[config.mk]
export PLATFORM = sky130hd
export DESIGN_NAME = regfile_dump_unit
export DESIGN_NICKNAME = d
export VERILOG_FILES = /design/src/rtl/regfile_dump_unit.sv
export SDC_FILE = /design/constraint.sdc
export NUM_CORES = 1
export LEC_CHECK = 0
export ABC_AREA = 1
export CAP_MARGIN = 5
export CELL_PAD_IN_SITES_DETAIL_PLACEMENT = 1
export CELL_PAD_IN_SITES_GLOBAL_PLACEMENT = 2
export CORE_ASPECT_RATIO = 2
export CORE_MARGIN = 10
export CORE_UTILIZATION = 28
export CTS_BUF_LIST = sky130_fd_sc_hd__clkbuf_4
export CTS_CLUSTER_SIZE = 30
export DETAILED_ROUTE_END_ITERATION = 8
export GPL_ROUTABILITY_DRIVEN = 0
export GPL_TIMING_DRIVEN = 0
export PLACE_DENSITY = 0.85
export SYNTH_ARGS = -nofsm -noshare
export SYNTH_HDL_FRONTEND = slang
export SYNTH_SLANG_ARGS = --single-unit
[constraint.sdc]
create_clock -name clk -period 4 [get_ports clk]
set_input_delay 0.6 -clock clk [delete_from_list [all_inputs] [get_ports clk]]
set_output_delay 0.6 -clock clk [all_outputs]
set_load 0.01 [all_outputs]
[src/rtl/regfile_dump_unit.sv]
// regfile_dump_unit: walks a wrap-around register range through both read ports and streams {addr, data} beats
`ifndef DATA_WIDTH
`define DATA_WIDTH 32
`endif
`ifndef REG_ADDR_WIDTH
`define REG_ADDR_WIDTH 5
`endif
module regfile_dump_unit #(
    parameter int DATA_WIDTH     = `DATA_WIDTH,
    parameter int REG_ADDR_WIDTH = `REG_ADDR_WIDTH
) (
    input  logic                      clk,
    input  logic                      rst,
    input  logic                      start,
    input  logic [REG_ADDR_WIDTH-1:0] first_addr,
    input  logic [REG_ADDR_WIDTH-1:0] last_addr,
    output logic                      rf_read_enable,
    output logic [REG_ADDR_WIDTH-1:0] rf_rs1_addr,
    output logic [REG_ADDR_WIDTH-1:0] rf_rs2_addr,
    input  logic [DATA_WIDTH-1:0]     rf_rs1,
    input  logic [DATA_WIDTH-1:0]     rf_rs2,
    output logic                      out_valid,
    input  logic                      out_ready,
    output logic [REG_ADDR_WIDTH-1:0] out_addr,
    output logic [DATA_WIDTH-1:0]     out_data,
    output logic                      out_last,
    output logic                      busy,
    output logic                      done
);
    typedef enum logic [2:0] {IDLE, RD, TX0, TX1, DONE} state_t;
    localparam logic [REG_ADDR_WIDTH:0] ONE = 1;
    localparam logic [REG_ADDR_WIDTH:0] TWO = 2;
    state_t                    state;
    logic [REG_ADDR_WIDTH-1:0] cur;
    logic [REG_ADDR_WIDTH:0]   rem;
    logic [DATA_WIDTH-1:0]     hold1;
    logic [REG_ADDR_WIDTH-1:0] span;
    assign span = last_addr - first_addr;
    // Sequencer; every output is a register loaded on the edge that enters the state it belongs to
    always_ff @(posedge clk or posedge rst) begin
        if (rst) begin
            state          <= IDLE;
            cur            <= '0;
            rem            <= '0;
            hold1          <= '0;
            rf_read_enable <= 1'b0;
            rf_rs1_addr    <= '0;
            rf_rs2_addr    <= '0;
            out_valid      <= 1'b0;
            out_addr       <= '0;
            out_data       <= '0;
            out_last       <= 1'b0;
            busy           <= 1'b0;
            done           <= 1'b0;
        end else begin
            case (state)
                IDLE: if (start) begin
                    state          <= RD;
                    cur            <= first_addr;
                    rem            <= {1'b0, span} + ONE;
                    rf_read_enable <= 1'b1;
                    rf_rs1_addr    <= first_addr;
                    rf_rs2_addr    <= first_addr + 1'b1;
                    busy           <= 1'b1;
                end
                RD: begin
                    state          <= TX0;
                    hold1          <= rf_rs2;
                    rf_read_enable <= 1'b0;
                    rf_rs1_addr    <= '0;
                    rf_rs2_addr    <= '0;
                    out_valid      <= 1'b1;
                    out_addr       <= cur;
                    out_data       <= rf_rs1;
                    out_last       <= (rem == ONE);
                end
                TX0, TX1: if (out_ready) begin
                    if (rem == ONE) begin
                        state     <= DONE;
                        out_valid <= 1'b0;
                        out_addr  <= '0;
                        out_data  <= '0;
                        out_last  <= 1'b0;
                        done      <= 1'b1;
                    end else if (state == TX0) begin
                        state    <= TX1;
                        rem      <= rem - ONE;
                        out_addr <= cur + 1'b1;
                        out_data <= hold1;
                        out_last <= (rem == TWO);
                    end else begin
                        state          <= RD;
                        rem            <= rem - ONE;
                        cur            <= cur + 2'd2;
                        out_valid      <= 1'b0;
                        out_addr       <= '0;
                        out_data       <= '0;
                        out_last       <= 1'b0;
                        rf_read_enable <= 1'b1;
                        rf_rs1_addr    <= cur + 2'd2;
                        rf_rs2_addr    <= cur + 2'd3;
                    end
                end
                DONE: begin
                    state <= IDLE;
                    busy  <= 1'b0;
                    done  <= 1'b0;
                end
                default: state <= IDLE;
            endcase
        end
    end
endmodule

Word level (Yosys, flattened, before mapping) --
Index checks and enable logic that the tools add are counted.
Word-level totals: logic and storage cells 92, input port bits 78, memory bits (read-only) 0, bits in registers 98, output and inout bits 52, memory bits (writable) 0, latch bits 0, memories 0
Operators by class: bitwise operators 0, add/sub/neg operators 7, reductions and logical operators 15, multiply operators 0, magnitude comparators 0, divide/modulo/power cells 0, equality and inequality tests 12, shifts and indexed selects 0, muxes and demuxes 45
Operators with widths (count):
- 2-to-1 mux 32 bit | 3
- one-hot mux 32 bit (2 select lines) | 1
- 2-to-1 mux 5 bit | 11
- one-hot mux 5 bit (3 select lines) | 2
- one-hot mux 5 bit (2 select lines) | 2
- 2-to-1 mux 6 bit | 3
- 2-to-1 mux 1 bit | 12
- one-hot mux 6 bit (2 select lines) | 1
- adder 5 x 1 -> 5 bit, second input constant | 2
- adder 5 x 2 -> 5 bit, second input constant | 2
- inequality test 2 bit, second input constant | 5
- AND reduction 5 bit | 2
- 2-to-1 mux 3 bit | 3
- one-hot mux 3 bit (3 select lines) | 1
- one-hot mux 1 bit (2 select lines) | 4
- nonzero test 2 bit | 4
- adder 5 x 1 -> 6 bit, second input constant | 1
- equality test 3 x 2 -> 1 bit, second input constant | 2
- equality test 6 x 1 -> 1 bit, second input constant | 1
- equality test 6 x 2 -> 1 bit, second input constant | 1
- AND reduction 2 bit | 3
- AND reduction 3 bit | 2
- subtractor 6 x 1 -> 6 bit, second input constant | 1
- subtractor 5 bit | 1
- other kinds (9) | 9

Longest topological paths before layout --
Gate-level depths: netlist of the first run.
word-level depth 5, gate-level depth with buffers 13, gate-level depth less buffers 13

Worst setup path after synthesis of the first run --
Ideal clock, no wire load.
path kind input to register, from input last_addr[0], to register rem[4], required time 3.884 ns, arrival 1.926 ns, slack 1.957 ns, path buffers 0, library setup time 0.116 ns, cell stages on the path 12, cell sequence inv_1 -> ha_1 -> inv_1 -> fa_1 -> ha_1 -> inv_1 -> nor2_1 -> nand3_1 -> nand2_1 -> nand3_1 -> nand2_1 -> nand2_1
On the way: cells in the longest elaborated chain, start to end 4
RTL lines:
- from (decl) | RTL line 16 | input logic [REG_ADDR_WIDTH-1:0] last_addr,
- subtractor 5 bit | RTL line 38 | assign span = last_addr - first_addr;
- adder 5 x 1 -> 6 bit | RTL line 60 | rem <= {1'b0, span} + ONE;
- 2-to-1 mux 6 bit | RTL line 57 | IDLE: if (start) begin
- one-hot mux 6 bit (2 select lines) | RTL line 56 | case (state)
- to (signal assigned) | RTL line 60
- to (signal assigned) | RTL line 87 | rem <= rem - ONE;
- to (signal assigned) | RTL line 93 | rem <= rem - ONE;
- to (decl) | RTL line 35 | logic [REG_ADDR_WIDTH:0] rem;
Every way passes these cells. The select of a mux whose other input is x is not followed. A chain may end at the register's enable or synchronous reset.

Final worst setup path of the first run --
from input first_addr[0], to register rem[4]
On the way: cells in the longest elaborated chain, start to end 4
RTL lines:
- from (decl) | RTL line 15 | input logic [REG_ADDR_WIDTH-1:0] first_addr,
- subtractor 5 bit | RTL line 38
- adder 5 x 1 -> 6 bit | RTL line 60
- 2-to-1 mux 6 bit | RTL line 57
- one-hot mux 6 bit (2 select lines) | RTL line 56
Every way passes these cells. The select of a mux whose other input is x is not followed.

==> run summary, run 1 <==
first-pass GRT wire length - 27600 um
total die area - 23100 sq um
Slew headroom - 0.527
Post-CTS Setup Repair Bufs - 0
FF-to-FF Start - state[2]$_DFFE_PP0P_
Cell Pwr Density - 815 nW/um^2
Clock Latency Late Sink - 0.49 ns
Reg2Reg Depth - 5
worst slew pin tran - 0.705 ns
die height - 205 um
Placed Instance Area - 6390 sq um
Post-DP HPWL - 13900 um
LEAKAGE - 3.08 nW
grt ovf - 0
synthesized cell area - 4810 sq um
H-tree level count - 3
Worst Skew - 0.0230 ns
starting density of the core - 0.286
hold buffer count at CTS - 0
crit path max fanout - 6
Worst Slack Setup Final - 1.58 ns
Net Count, Synth - 702
most common cell after layout, fill and taps aside - nand2_1
die width - 113 um
sequential cell area fraction in the yosys report - 0.510
Via density - 4.74
status - complete, no violations
CTS tree - built
CP Capture Type - register
Crit path top cell by count - nand2_1
Critical Path RT - 4.38 ns
Worst path slowest cell - clkdlybuf4s50_1
CP cell instances - clkdlybuf4s50_1 > ha_1 > inv_1 > fa_1 > ha_1 > inv_1 > nor2_1 > nand3_1 > nand2_1 > nand3_1 > nand2_1 > nand2_1
Period minus WS final - 2.42 ns
worst hold slack - 0.468 ns
drt pass-1 iters - 4
final setup violation count - 0
Reg2Reg Setup Slack - 2.09 ns
worst r2r dst - hold1[28]$_DFFE_PP0N_
drt wl/cell - 17.9 um
max-cap violations - 0
Sink Count - 98
final wirelength - 17300 um
worst vdd ir - 328 uV
Final ANT Viol Nets - 0
Mapped Cells - 610
final instance area - 6560 sq um
Clock transition at path regs - 0.15 ns
synth unique cells - 30
critical setup path kind - in2reg
Yosys warnings - 0
largest stage delay on the critical path - 0.61 ns
initial antenna violation count - 1
All-Layer GR Usage - 0.149
Synth Register Bits - 98
vias in the first global route - 5086
initial drt markers - 147
Clock Path Buffers - 2
RSZ-0062 raised after global routing - no
critical path arrival - 2.79 ns
area delta synth->final - 36.3%
total I/O pin count - 130
Synth Area per Inst - 7.89 sq um
fin nets - 843
post-CTS sizing - 0
Synth top area share - 0.510
Max Clk Rate - 0.414 GHz
CTS Buf Count - 9
Worst Setup Slack post-DPL - 1.06 ns
fraction of layout cells with a size suffix above 1 - 0.0542
crit start category - input pin
most frequent cells in the layout - 224 x nand2_1, 129 x clkdlybuf4s50_1, 98 x dfrtp_1
worst min path class - in2async
Port Buffers - 129
synth top area cells - dfrtp_1 51%, nand2_1 17%, a21oi_1 8.6%, nor2_1 4.2%, ha_1 3.4%
Rows - 67
largest net degree at the start of global routing - 70
area leader, netlist - dfrtp_1
Final Slew Violations - 0
DRC viols - 0
setup tns final - 0 ns
core area - 16800 sq um
final hold viol count - 0
CTS root buffer - clkbuf_4
via count - 4571
Period Utilization, post-route - 0.604
==> synth_stat cells (all sizes together) <==
cell and instances:
nand2 225, dfrtp 98, a21oi 84, nor2 55, inv 40, nand3 23, o21ai 21, buf 16
ha 13, clkbuf 12, xor2 6, a22oi 3, o22ai 3, nor3 2, nor3b 2, o211ai 2
a31oi 1, fa 1, nand3b 1, o21ba 1, or2 1
==> sequential cells by signal (all words and copies together) (netlist names), 3 cells and up <==
register,cells
out_addr,5
rem,6
out_data,32
hold1,32
state,3
rf_rs1_addr,5
cur,5
rf_rs2_addr,5
==> power breakdown <==
| group | internal [mW] | leakage, nW | switching, mW |
|---|---|---|---|
| registers | 1.49 | 1.19 | 0.319 |
| logic | 1.19 | 1.81 | 1.72 |
| clock network | 0.263 | 0.0870 | 0.359 |
| total | 2.94 | 3.08 | 2.40 |
==> critical path, delay by kind of cell <==
kind,cells,cell delay (ns)
AND/OR/NAND/NOR,6,0.56
adder cells (fa/ha/maj),3,0.90
buffers and inverters,3,0.72
==> cells by family (layout without fill, tap and decap cells) <==
logic type,after synthesis,in the layout,synth area share
XOR/XNOR,6,6,0.0109
adder cells (fa/ha/maj),14,14,0.0380
AND/OR/NAND/NOR,309,309,0.254
AO/OA/AOI/OAI,115,115,0.127
flip-flops,98,98,0.510
other,0,1,0
buffers and inverters,68,214,0.0614
==> stage by stage <==
stage / utilization / total power [mW] / instances
after global routing: 0.389 / 5.86 / 964
final: 0.389 / 5.34 / 964
after CTS: 0.389 / 5.46 / 963
after global placement: 0.378 / 4.68 / 946
after floorplan: - / 3.47 / 610
after detailed placement: 0.379 / 4.81 / 947
==> how the worst max path moves through the flow <==
stage | start | end | slack, ns | depth (start not counted)
detailed placement | first_addr[0] | rem[4]$_DFFE_PP0P_ | 1.06 | 12
global placement | rst | hold1[0]$_DFFE_PP0N_ | -0.81 | 2
finish | first_addr[0] | rem[4]$_DFFE_PP0P_ | 1.58 | 12
global route | first_addr[0] | rem[4]$_DFFE_PP0P_ | 1.40 | 12
CTS | first_addr[0] | rem[4]$_DFFE_PP0P_ | 1.57 | 12
floorplan | rst | busy$_DFFE_PP0P_ | 0.84 | 1
==> cell type report <==
class | count | area (sq um)
Timing Repair Buffer | 130 | 1320
Clock buffer | 10 | 75.1
Multi-Input combinational cell | 444 | 2060
Buffer | 28 | 145
Antenna cell | 1 | 2.50
Fill cell | 2022 | 10300
Sequential cell | 98 | 2450
Clock inverter | 6 | 90.1
Inverter | 40 | 153
Tap cell | 207 | 259
==> layer usage <==
layer / vias up / global-route usage / part of all wire
li1: 2225 / - / -
met3: 16 / 0.0271 / 0.038
met5: - / 0 / 0
met4: 0 / 0.0537 / 0.017
met2: 80 / 0.297 / 0.59
met1: 2250 / 0.146 / 0.36
No activity file was read; power rests on OpenSTA's default activity.
==> inputs of run 2 (changes only) <==
- clock period: 4 -> 2.5 ns (I/O delays scaled with it)
==> run summary, run 2 (synthesis results as in run 1) <==
most common cell after layout, fill and taps aside - nand2_1
fin nets - 844
setup tns final - 0 ns
most frequent cells in the layout - 224 x nand2_1, 129 x clkdlybuf4s50_1, 98 x dfrtp_1
worst min path class - in2async
switch share - 0.453
drt wl/cell - 17.9 um
met3 usage - 0.0300
worst r2r dst - hold1[24]$_DFFE_PP0N_
Worst Skew - 0.0209 ns
grt ovf - 0
hold buffer count at CTS - 0
starting density of the core - 0.286
post-CTS sizing - 0
critical setup path kind - in2reg
Worst Setup Slack post-DPL - -0.217 ns
sequential share of power - 0.344
CP Capture Type - register
via count - 4615
RSZ-0062 raised after global routing - no
Post-Route Utilization - 0.388
Clk network pwr share - 0.102
Period minus WS final - 2.21 ns
area delta synth->final - 36.0%
final setup violation count - 0
LEAKAGE - 3.07 nW
total I/O pin count - 130
DRC viols - 0
Clock transition at path regs - 0.16 ns
All-Layer GR Usage - 0.150
critical path arrival - 2.58 ns
crit path from - first_addr[0]
drt pass-1 iters - 4
final wirelength - 17300 um
Final Slew Violations - 0
Tot Pwr - 8.40 mW
Crit path top cell by count - nand2_1
met2 Track Usage GR - 0.287
Reg2Reg Depth - 5
combinational share of power - 0.554
total die area - 23100 sq um
Max Clk Rate - 0.452 GHz
core area - 16800 sq um
Via density - 4.78
GR Util met1 - 0.149
CTS tree - built
Internal - 4.60 mW
status - complete, no violations
Period Utilization, post-route - 0.885
largest net degree at the start of global routing - 36
Port Buffers - 129
FF-to-FF Start - state[2]$_DFFE_PP0P_
initial antenna violation count - 2
initial drt markers - 122
die height - 205 um
vias in the first global route - 5242
GRT busiest layer - met2
biggest regs - hold1 x32, out_data x32, rem x6
CTS Buf Count - 9
Reg2Reg Setup Slack - 0.56 ns
Clock Latency Late Sink - 0.47 ns
final hold viol count - 0
Sink Count - 98
Post-DP HPWL - 13900 um
CP cell instances - clkdlybuf4s50_1 > ha_1 > inv_1 > fa_1 > ha_1 > inv_1 > nor2_1 > nand3_1 > nand2_1 > nand3_1 > nand2_1 > nand2_1
Final ANT Viol Nets - 0
Rows - 67
worst vdd ir - 410 uV
largest stage delay on the critical path - 0.63 ns
max-cap violations - 0
Worst Slack Setup Final - 0.287 ns
Worst path slowest cell - clkdlybuf4s50_1
Clock Path Buffers - 2
worst slew pin tran - 0.736 ns
crit path max fanout - 6
first-pass GRT wire length - 27700 um
Slew headroom - 0.508
Critical Path RT - 2.87 ns
Switch Pwr - 3.80 mW
die width - 113 um
Cell Pwr Density - 1280 nW/um^2
fraction of layout cells with a size suffix above 1 - 0.0529
CTS root buffer - clkbuf_4
crit start category - input pin
H-tree level count - 3
Post-CTS Setup Repair Bufs - 0
[run 2: power groups by stage]
stage / combinational (mW) / sequential [mW] / clock (mW)
CTS: 4.78 / 2.90 / 0.889
finish: 4.65 / 2.89 / 0.857
floorplan: 2.56 / 2.99 / 0
global placement: 4.60 / 2.89 / 0
global route: 5.29 / 2.99 / 0.962
detailed placement: 4.75 / 2.93 / 0
[run 2: stage by stage]
step / std cells / hold WS, ns / cell area (sq um)
3_5_place_dp: 948 / 0.459 / 6410
6_report: 965 / 0.355 / 6540
5_1_grt: 965 / 0.390 / 6540
2_1_floorplan: 610 / 0.442 / 4820
4_1_cts: 963 / 0.355 / 6540
3_3_place_gp: 946 / 0.455 / 6370
[run 2: how the worst max path moves through the flow]
stage | to | slack (ns)
floorplan | rem[4]$_DFFE_PP0P_ | 0.68
detailed placement | rem[4]$_DFFE_PP0P_ | -0.22
global placement | rem[4]$_DFFE_PP0P_ | -0.18
CTS | rem[4]$_DFFE_PP0P_ | 0.27
finish | rem[4]$_DFFE_PP0P_ | 0.29
global route | rem[4]$_DFFE_PP0P_ | 0.15
[run 2: critical path: cells and delay by family]
family	cells	cell delay (ns)
adder cells (fa/ha/maj)	3	0.90
buffers and inverters	3	0.74
AND/OR/NAND/NOR	6	0.57
[run 2: cell type report]
type	count	area [sq um]
clock inverter	5	56.3
timing repair buffer	131	1330
antenna	2	5.00
clock buffer	10	75.1
fill	2067	10300
tap	207	259
sequential	98	2450
inverter	40	154
buffer	28	145
multi-input combinational	444	2060
[run 2: per-layer routing]
layer	up-vias	share of wire
met3	23	0.040
met1	2273	0.36
met2	94	0.57
li1	2225	-
met4	0	0.033
met5	-	0
